--- config.mk ---
export PLATFORM = sky130hd
export DESIGN_NAME = cpu_control
export DESIGN_NICKNAME = d
export VERILOG_FILES = /design/src/rtl/cpu_control.sv
export SDC_FILE = /design/constraint.sdc
export NUM_CORES = 1
export LEC_CHECK = 0
export BUFFER_PORTS_ARGS = -buffer_cell sky130_fd_sc_hd__buf_2
export CAP_MARGIN = 10
export CORE_ASPECT_RATIO = 0.9
export CORE_MARGIN = 2
export CORE_UTILIZATION = 50
export CTS_BUF_LIST = sky130_fd_sc_hd__clkbuf_8
export DETAILED_ROUTE_END_ITERATION = 8
export PLACE_DENSITY = 0.66
export SKIP_CTS_REPAIR_TIMING = 1
export SYNTH_ARGS = -nofsm -noshare
export SYNTH_HDL_FRONTEND = slang
export SYNTH_SLANG_ARGS = --single-unit
--- constraint.sdc ---
create_clock -name clk -period 8.2 [get_ports clk]
set_input_delay 0.41 -clock clk [delete_from_list [all_inputs] [get_ports clk]]
set_output_delay 0.41 -clock clk [all_outputs]
set_load 0.02 [all_outputs]
--- src/rtl/cpu_control.sv ---
// Mini-CPU control/execute stage: button edge detection, FETCH/DECODE/EXEC/SHOW sequencing,
// 16x16 register file and sign-magnitude result for the LCD stage. Optional macro: MUL_SAT_EN.
module cpu_control #(
    parameter int SHOW_MIN = 4_000_000
) (
    input  logic        clk,
    input  logic        rst_n,
    input  logic        power_btn,
    input  logic        send_btn,
    input  logic [17:0] instr,
    output logic [2:0]  opcode,
    output logic [3:0]  reg1,
    output logic [3:0]  reg2,
    output logic [3:0]  reg3,
    output logic [15:0] result,
    output logic [3:0]  estado_cpu
);

    localparam int CNT_W = (SHOW_MIN > 2) ? $clog2(SHOW_MIN) : 1;
    localparam logic [CNT_W-1:0] CNT_LAST = CNT_W'(SHOW_MIN - 1);

    localparam logic [2:0] OP_LOAD    = 3'd0;
    localparam logic [2:0] OP_ADD     = 3'd1;
    localparam logic [2:0] OP_ADDI    = 3'd2;
    localparam logic [2:0] OP_SUB     = 3'd3;
    localparam logic [2:0] OP_SUBI    = 3'd4;
    localparam logic [2:0] OP_MUL     = 3'd5;
    localparam logic [2:0] OP_CLEAR   = 3'd6;
    localparam logic [2:0] OP_DISPLAY = 3'd7;

    typedef enum logic [3:0] {
        S_OFF    = 4'd0,
        S_IDLE   = 4'd1,
        S_FETCH  = 4'd2,
        S_DECODE = 4'd3,
        S_EXEC   = 4'd4,
        S_SHOW   = 4'd5
    } state_t;

    state_t           state_reg;
    logic             power_q_reg;
    logic             send_q_reg;
    logic             power_ev_reg;
    logic             send_ev_reg;
    logic [17:0]      ir_reg;
    logic [15:0]      a_reg;
    logic [15:0]      b_reg;
    logic [15:0]      d_reg;
    logic [15:0]      imm_reg;
    logic [CNT_W-1:0] cnt_reg;
    logic [15:0]      rf [16];

    logic [2:0]         ir_op;
    logic [3:0]         ir_r1;
    logic [3:0]         ir_r2;
    logic [3:0]         ir_r3;
    logic               power_off;
    logic               exec_go;
    logic               rf_clear;
    logic               rf_we;
    logic signed [31:0] product;
    logic [15:0]        wb_value;
    logic [15:0]        neg_value;
    logic [15:0]        sm_value;

    assign ir_op = ir_reg[17:15];
    assign ir_r1 = ir_reg[14:11];
    assign ir_r2 = ir_reg[10:7];
    assign ir_r3 = ir_reg[6:3];

    // A power press while running aborts the instruction: EXEC never writes back in that cycle.
    assign power_off = power_ev_reg && (state_reg != S_OFF);
    assign exec_go   = (state_reg == S_EXEC) && !power_ev_reg;
    assign rf_clear  = power_off || (exec_go && ir_op == OP_CLEAR);
    assign rf_we     = exec_go && (ir_op != OP_CLEAR) && (ir_op != OP_DISPLAY);

    assign estado_cpu = state_reg;

    always_comb begin
        product  = $signed({{16{a_reg[15]}}, a_reg}) * $signed({{16{b_reg[15]}}, b_reg});
        wb_value = d_reg;
        case (ir_op)
            OP_LOAD: wb_value = imm_reg;
            OP_ADD:  wb_value = a_reg + b_reg;
            OP_ADDI: wb_value = a_reg + imm_reg;
            OP_SUB:  wb_value = a_reg - b_reg;
            OP_SUBI: wb_value = a_reg - imm_reg;
            OP_MUL: begin
`ifdef MUL_SAT_EN
                if (product > 32'sd32767)
                    wb_value = 16'h7FFF;
                else if (product < -32'sd32767)
                    wb_value = 16'h8001;
                else
                    wb_value = product[15:0];
`else
                wb_value = product[15:0];
`endif
            end
            default: wb_value = d_reg;
        endcase
    end

    // Two's complement to sign-magnitude; -32768 has no 15-bit magnitude and clamps to -32767.
    always_comb begin
        neg_value = -wb_value;
        sm_value  = wb_value;
        if (wb_value[15]) begin
            if (wb_value == 16'h8000)
                sm_value = 16'hFFFF;
            else
                sm_value = {1'b1, neg_value[14:0]};
        end
    end

    for (genvar gi = 0; gi < 16; gi++) begin : g_rf
        always_ff @(posedge clk) begin
            if (!rst_n || rf_clear)
                rf[gi] <= '0;
            else if (rf_we && ir_r1 == 4'(gi))
                rf[gi] <= wb_value;
        end
    end

    always_ff @(posedge clk) begin
        if (!rst_n) begin
            state_reg    <= S_OFF;
            power_q_reg  <= 1'b0;
            send_q_reg   <= 1'b0;
            power_ev_reg <= 1'b0;
            send_ev_reg  <= 1'b0;
            ir_reg       <= '0;
            a_reg        <= '0;
            b_reg        <= '0;
            d_reg        <= '0;
            imm_reg      <= '0;
            cnt_reg      <= '0;
            opcode       <= '0;
            reg1         <= '0;
            reg2         <= '0;
            reg3         <= '0;
            result       <= '0;
        end else begin
            power_q_reg  <= power_btn;
            send_q_reg   <= send_btn;
            power_ev_reg <= power_btn & ~power_q_reg;
            send_ev_reg  <= send_btn & ~send_q_reg;

            if (power_off) begin
                state_reg <= S_OFF;
                cnt_reg   <= '0;
                opcode    <= '0;
                reg1      <= '0;
                reg2      <= '0;
                reg3      <= '0;
                result    <= '0;
            end else begin
                case (state_reg)
                    S_OFF: begin
                        if (power_ev_reg)
                            state_reg <= S_IDLE;
                    end
                    S_IDLE: begin
                        if (send_ev_reg)
                            state_reg <= S_FETCH;
                    end
                    S_FETCH: begin
                        ir_reg    <= instr;
                        state_reg <= S_DECODE;
                    end
                    S_DECODE: begin
                        a_reg     <= rf[ir_r2];
                        b_reg     <= rf[ir_r3];
                        d_reg     <= rf[ir_r1];
                        imm_reg   <= {{9{ir_reg[6]}}, ir_reg[6:0]};
                        state_reg <= S_EXEC;
                    end
                    S_EXEC: begin
                        opcode    <= ir_op;
                        reg1      <= ir_r1;
                        reg2      <= ir_r2;
                        reg3      <= ir_r3;
                        result    <= (ir_op == OP_CLEAR) ? 16'h0000 : sm_value;
                        cnt_reg   <= '0;
                        state_reg <= S_SHOW;
                    end
                    S_SHOW: begin
                        // Sends arriving before the LCD has had its hold time are dropped, not queued.
                        if (cnt_reg != CNT_LAST)
                            cnt_reg <= cnt_reg + 1'b1;
                        else if (send_ev_reg)
                            state_reg <= S_FETCH;
                    end
                    default: state_reg <= S_OFF;
                endcase
            end
        end
    end

endmodule

==> results of run 1 <==
per-layer routing:
metal,up-vias,routed length [um],GRT usage [%]
met1,10230,30950,39.42
met5,-,0,0
li1,8715,-,-
met2,1189,41080,50.95
met3,254,8602,6.982
met4,0,4060,14.96
worst paths after layout:
kind	endpoint	slack, ns
setup / recovery	rf[10][15]$_SDFFCE_PN0P_	0.85
hold / removal	power_q_reg$_SDFF_PN0_	-0.01
setup reg to reg	rf[10][15]$_SDFFCE_PN0P_	0.85
hold reg to reg	send_ev_reg$_SDFF_PN0_	0.39
cell usage in the layout, fill, tap and decap left out, types with 7 or more instances in the layout:
cell | Yosys | routed
a21o_1 | 12 | 12
nor2_1 | 339 | 338
o31ai_1 | 7 | 7
xnor2_1 | 57 | 57
o21ai_0 | 57 | 40
dfxtp_1 | 133 | 126
a21oi_1 | 88 | 86
a211oi_1 | 37 | 37
ha_1 | 82 | 82
nand4_1 | 7 | 7
nor2b_1 | 44 | 44
nor3_1 | 27 | 26
buf_2 | 6 | 55
buf_4 | 1 | 46
nand2b_1 | 14 | 14
mux4_2 | 224 | 224
xor2_1 | 20 | 20
o221ai_1 | 9 | 7
nand2_1 | 276 | 276
a32o_1 | 10 | 10
or3_1 | 16 | 16
and3_1 | 11 | 11
inv_1 | 151 | 178
mux2i_1 | 25 | 25
and2_1 | 77 | 77
clkbuf_8 | 0 | 84
nand3_1 | 22 | 22
or2_2 | 10 | 10
fa_1 | 80 | 80
a21boi_0 | 58 | 58
a31oi_1 | 10 | 10
o21ai_2 | 1 | 10
clkinv_2 | 0 | 7
o21ai_4 | 0 | 7
edfxtp_1 | 256 | 256
kinds of logic (layout without fill, tap and decap cells):
group | Yosys count | after routing | share of synthesized area (%)
muxes | 249 | 249 | 19.99
xor gates and xnor gates | 78 | 78 | 2.631
adders and majority gates | 162 | 162 | 9.921
buffers and inverters | 344 | 383 | 4.946
AOI/OAI and AO/OA | 339 | 339 | 8.476
other | 1 | 1 | 0.01416
DFF | 389 | 389 | 39.08
and+or+nand+nor | 877 | 877 | 14.94
worst max-delay path, stage by stage, from the launching register on:
cell and delay, ns:
dfxtp_1 0.82, nand2_1 0.16, fa_1 0.52, fa_1 0.55, inv_1 0.05, fa_1 0.50
inv_1 0.06, fa_1 0.53, inv_1 0.06, fa_1 0.47, inv_1 0.05, fa_1 0.47
inv_1 0.05, ha_1 0.35, a21o_1 0.18, a21oi_1 0.14, nand2_1 0.10, a21o_1 0.18
a21oi_1 0.16, xnor2_1 0.14, a22oi_2 1.06, buf_4 0.37, nor2_1 0.07
power breakdown:
group          leakage (nW)  internal (mW)  total (mW)  switching [mW]
clock network         0.816          0.992        1.85           0.855
logic                  5.74          0.149       0.343           0.194
registers              3.73           2.15        2.20          0.0512
final cells by class:
type,count,area (um^2)
tap,697,872.1
clock buffer,84,1156
fill,4538,23790
inverter,152,570.5
multi-input combinational,1706,15000
timing repair buffer,103,645.6
clock inverter,44,239.0
sequential,389,10370
per-stage QoR:
step	instance area [um^2]	std cells	power, mW
detailed placement	27440	3045	2.571
global placement	27440	3045	2.559
floorplan	26480	2439	2.446
finish	28860	3175	4.386
global route	28860	3175	4.502
CTS	28830	3173	4.396
cell usage after synthesis (all sizes together) (10+ instances only):
cell type,instances
nor2b,44
dfxtp,133
or2,10
nand3,22
xor2,20
a31oi,10
xnor2,57
or3,16
inv,151
and2,80
nor2,339
mux4,224
fa,80
o21ai,58
nand2b,14
mux2i,25
a21o,12
and3,11
buf,39
nor3,28
a32o,10
nand2,276
clkbuf,153
ha,82
edfxtp,256
a21boi,59
a211oi,37
a21oi,89
==> results.md, run 1 <==
* Fraction of layout cells with a size suffix above 1 at 19.29%
* Status: complete, but fails checks
* CP Class: flip-flop to flip-flop
* Via count at 20390
* Core Area at 0.05265 mm^2
* Worst hold start: power_btn
* Critical path startpoint category: flip-flop
* Avg Inst Size Synth at 10.86 um^2
* Initial Util at 50.30%
* Initial antenna violation count at 1
* Critical Path RT at 8.56 ns
* Max_cap viols at 0
* Area growth from synthesis to layout at 8.957%
* Slew Limit Fails at 0
* Area of the mapped netlist at 0.02648 mm^2
* Routability cong. at 0.9477
* Pre-CTS setup slack at 0.9248 ns
* Cts bufs inserted at 71
* Hold Vio Cnt, Final at 2
* VDD IR max at 111.6 uV
* Worst slew margin at 12.83%
* Post-synth top flop: edfxtp_1
* Yosys top cell by area: edfxtp_1
* RSZ-0062 raised after global routing: false
* Root Buffer: clkbuf_8
* Post-synthesis sequential area ratio at 39.08%
* Failing checks: negative hold slack
* # DRC at 0
* Layout net count at 2607
* Final Cycle Share at 89.67%
* Worst R2R Path Depth at 22
* Leak at 10.28 nW
* Die Y at 222.3 um
* Vias per cell at 6.422
* Worst min-delay path category: input pin to flip-flop
* Vias in the first global route at 20050
* Global-route wire length before repair at 125900 um
* Clk_lat worst skew at 0.68 ns
* Pwr/cell area at 152.0 mW/mm^2
* Synth cell types at 76
* Worst Setup SP: b_reg[2]$_SDFFE_PN0P_
* Max reg flops at 256
* Element type at the critical path end: flip-flop
* Clock skew at 0.03752 ns
* GR Overflow Total at 0
* Sink Count at 389
* Fin util at 54.81%
* Async set or reset register ratio after synthesis at 0%
* Setup WS post-layout at 0.8467 ns
* Number of diodes at 0
* CTS tree: built
* Top area cells in the synthesized netlist: edfxtp_1 (29%), mux4_2 (19%), dfxtp_1 (10%), fa_1 (6.0%), nor2_1 (4.8%)
* F_max at 136.0 MHz
* Gr usage total at 31.20%
* Worst-margin pin slew at 1.304 ns
* Worst Hold Margin at -0.01192 ns
* Site Rows at 80
* Die area at 0.05483 mm^2
* WL final at 84690 um
* Chip Width at 246.6 um
* EDFF count, synth at 256
* First-pass detailed-route iteration total at 6
* Ys Warns at 0
* ANT nets after route at 0
* Post-synth top area share at 29.03%
* Synthesis-stage register bit count at 389
* Worst Path Max Fanout at 24
* Setup-failing EPs final at 0
* Wire length per cell at 26.67 um
* Fin crit period at 7.353 ns
* Hold path cells at 2
* # port buffers at 55
* Starting DRT DRC Count at 2580
* Largest net degree at the start of global routing at 78
* Top-level port count at 57
* CTS HTree Levels at 3
* Worst-path clk slew at 0.07 ns
* Clk buf depth at 3
* Fin Setup TNS at 0 ns
* R2R Path Start: b_reg[2]$_SDFFE_PN0P_
* HPWL after detailed placement at 55760 um
* Post-synthesis cell count at 2439
* WP data arrival at 7.71 ns
* Syn nets at 2623
Power figures use the tool's default switching activity.
==> run 2: changes to the inputs <==
GPL_ROUTABILITY_DRIVEN = 1   (was unset)
PLACE_DENSITY = 0.68   (was 0.66)
clock period = 6 ns   (was 8.2 ns; I/O delays follow)
==> results.md, run 2 (synthesis results as in run 1) <==
* Crit path max-delay cell type: fa_1
* Setup-failing EPs final at 24
* Worst Hold Margin at 0.3948 ns
* Slew Limit Fails at 0
* First-pass detailed-route iteration total at 5
* Failing checks: negative setup slack
* Cts bufs inserted at 69
* Post-DP Area at 0.02825 mm^2
* Critical path startpoint category: flip-flop
* Max reg flops at 256
* CTS HTree Levels at 3
* Fin util at 57.30%
* Area growth from synthesis to layout at 13.91%
* RSZ-0062 raised after global routing: true
* Clk buf depth at 3
* Gr usage total at 31.25%
* Die Y at 222.3 um
* Max_cap viols at 0
* Leak at 11.00 nW
* Fraction of layout cells with a size suffix above 1 at 25.14%
* Worst-margin pin slew at 1.243 ns
* Site Rows at 80
* Delay of the slowest critical-path stage at 0.54 ns
* Most common cell after layout, fill and taps aside: nor2_1
* Chip Width at 246.6 um
* Clock skew at 0.05478 ns
* CP Class: flip-flop to flip-flop
* ANT nets after route at 0
* Status: complete, but fails checks
* Wire length per cell at 25.93 um
* Worst slew margin at 16.95%
* Sink Count at 389
* Crit-path cells: buf_4, and2_4, fa_1, inv_2, fa_1, fa_2, inv_1, ha_4, fa_1, inv_1, fa_1, inv_1, ha_1, buf_4, nand2_4, nor3_4, a2111oi_2, nor3_1, xnor2_1, nor2_2, o21ai_2, nand4_1, and3_4, o41ai_2
* CTS tree: built
* F_max at 164.0 MHz
* Setup WS post-layout at -0.09897 ns
* Core Area at 0.05265 mm^2
* Fin Setup TNS at -0.9849 ns
* Worst Path Max Fanout at 7
* Worst-path clk slew at 0.06 ns
* Layout net count at 2739
* Pwr/cell area at 193.4 mW/mm^2
* Starting DRT DRC Count at 2485
* Initial Util at 50.30%
* Fin crit period at 6.099 ns
* Clk_lat worst skew at 0.67 ns
* GR Overflow Total at 0
* Top-level port count at 57
* Critical Path RT at 6.55 ns
* Via count at 20850
* Number of diodes at 0
* Design area at 0.03017 mm^2
* Commonest cells after routing, fill and taps aside: nor2_1 (318), nand2_1 (274), edfxtp_1 (256)
* Pre-CTS setup slack at -0.2471 ns
* Final Cycle Share at 101.6%
* Critical path's most frequent cell: fa_1
* VDD IR max at 154.5 uV
* Hold Vio Cnt, Final at 0
* WL final at 85630 um
* Initial antenna violation count at 1
* Die area at 0.05483 mm^2
* # DRC at 0
* Vias per cell at 6.315
* Global-route wire length before repair at 126700 um
* Element type at the critical path end: flip-flop
* # port buffers at 55
* Root Buffer: clkbuf_8
* Worst min-delay path category: flip-flop to flip-flop
* Routability cong. at 0.9542
* Vias in the first global route at 20560
* WP data arrival at 6.65 ns
* Largest net degree at the start of global routing at 78
* HPWL after detailed placement at 58870 um
[run 2: worst max-delay path, delay by kind of cell (launching register included)]
kind	cells	cell delay, ns
buffers and inverters	6	0.53
AO/OA/AOI/OAI	3	0.86
flip-flops	1	0.37
XOR/XNOR	1	0.23
adder cells (fa/ha/maj)	7	3.08
AND/OR/NAND/NOR	7	0.92
[run 2: path summary, 6_finish.rpt]
check                             start                 endpoint  slack (ns)  depth (start not counted)
hold reg to reg   send_q_reg$_SDFF_PN0_   send_ev_reg$_SDFF_PN0_        0.39                          1
setup / recovery  b_reg[6]$_SDFFE_PN0P_  result[13]$_SDFFE_PP0P_        -0.1                         24
hold / removal    send_q_reg$_SDFF_PN0_   send_ev_reg$_SDFF_PN0_        0.39                          1
setup reg to reg  b_reg[6]$_SDFFE_PN0P_  result[13]$_SDFFE_PP0P_        -0.1                         24
[run 2: final cells by class]
class,count,area [um^2]
fillers,4407,22480
flip-flops and latches,389,10400
well taps,697,872.1
inverters,152,570.5
clock buffers,74,1018
clock inverters,47,227.7
multi-input cells,1706,15280
repair buffers,237,1795
[run 2: layer usage]
layer  vias up  wire, um  GRT usage, %  share of wire (%)
met2      1273     40710         49.39                 48
met5         -        13             0              0.015
met3       280      9454         8.093                 11
li1       8980         -             -                  -
met1     10320     30960         39.78                 36
met4         2      4486         16.05                5.2
[run 2: stage by stage]
step | cells | total power, mW
finish | 3302 | 5.834
floorplan | 2439 | 3.343
global route | 3302 | 6.003
detailed placement | 3148 | 3.528
CTS | 3269 | 5.829
global placement | 3148 | 3.511
[run 2: power by group]
| group | switching (mW) | total [mW] | leakage (nW) | internal (mW) |
|---|---|---|---|---|
| combinational | 0.279 | 0.511 | 6.53 | 0.232 |
| clock | 1.15 | 2.33 | 0.729 | 1.18 |
| sequential | 0.0693 | 3.00 | 3.74 | 2.93 |
| total | 1.49 | 5.83 | 11.0 | 4.34 |
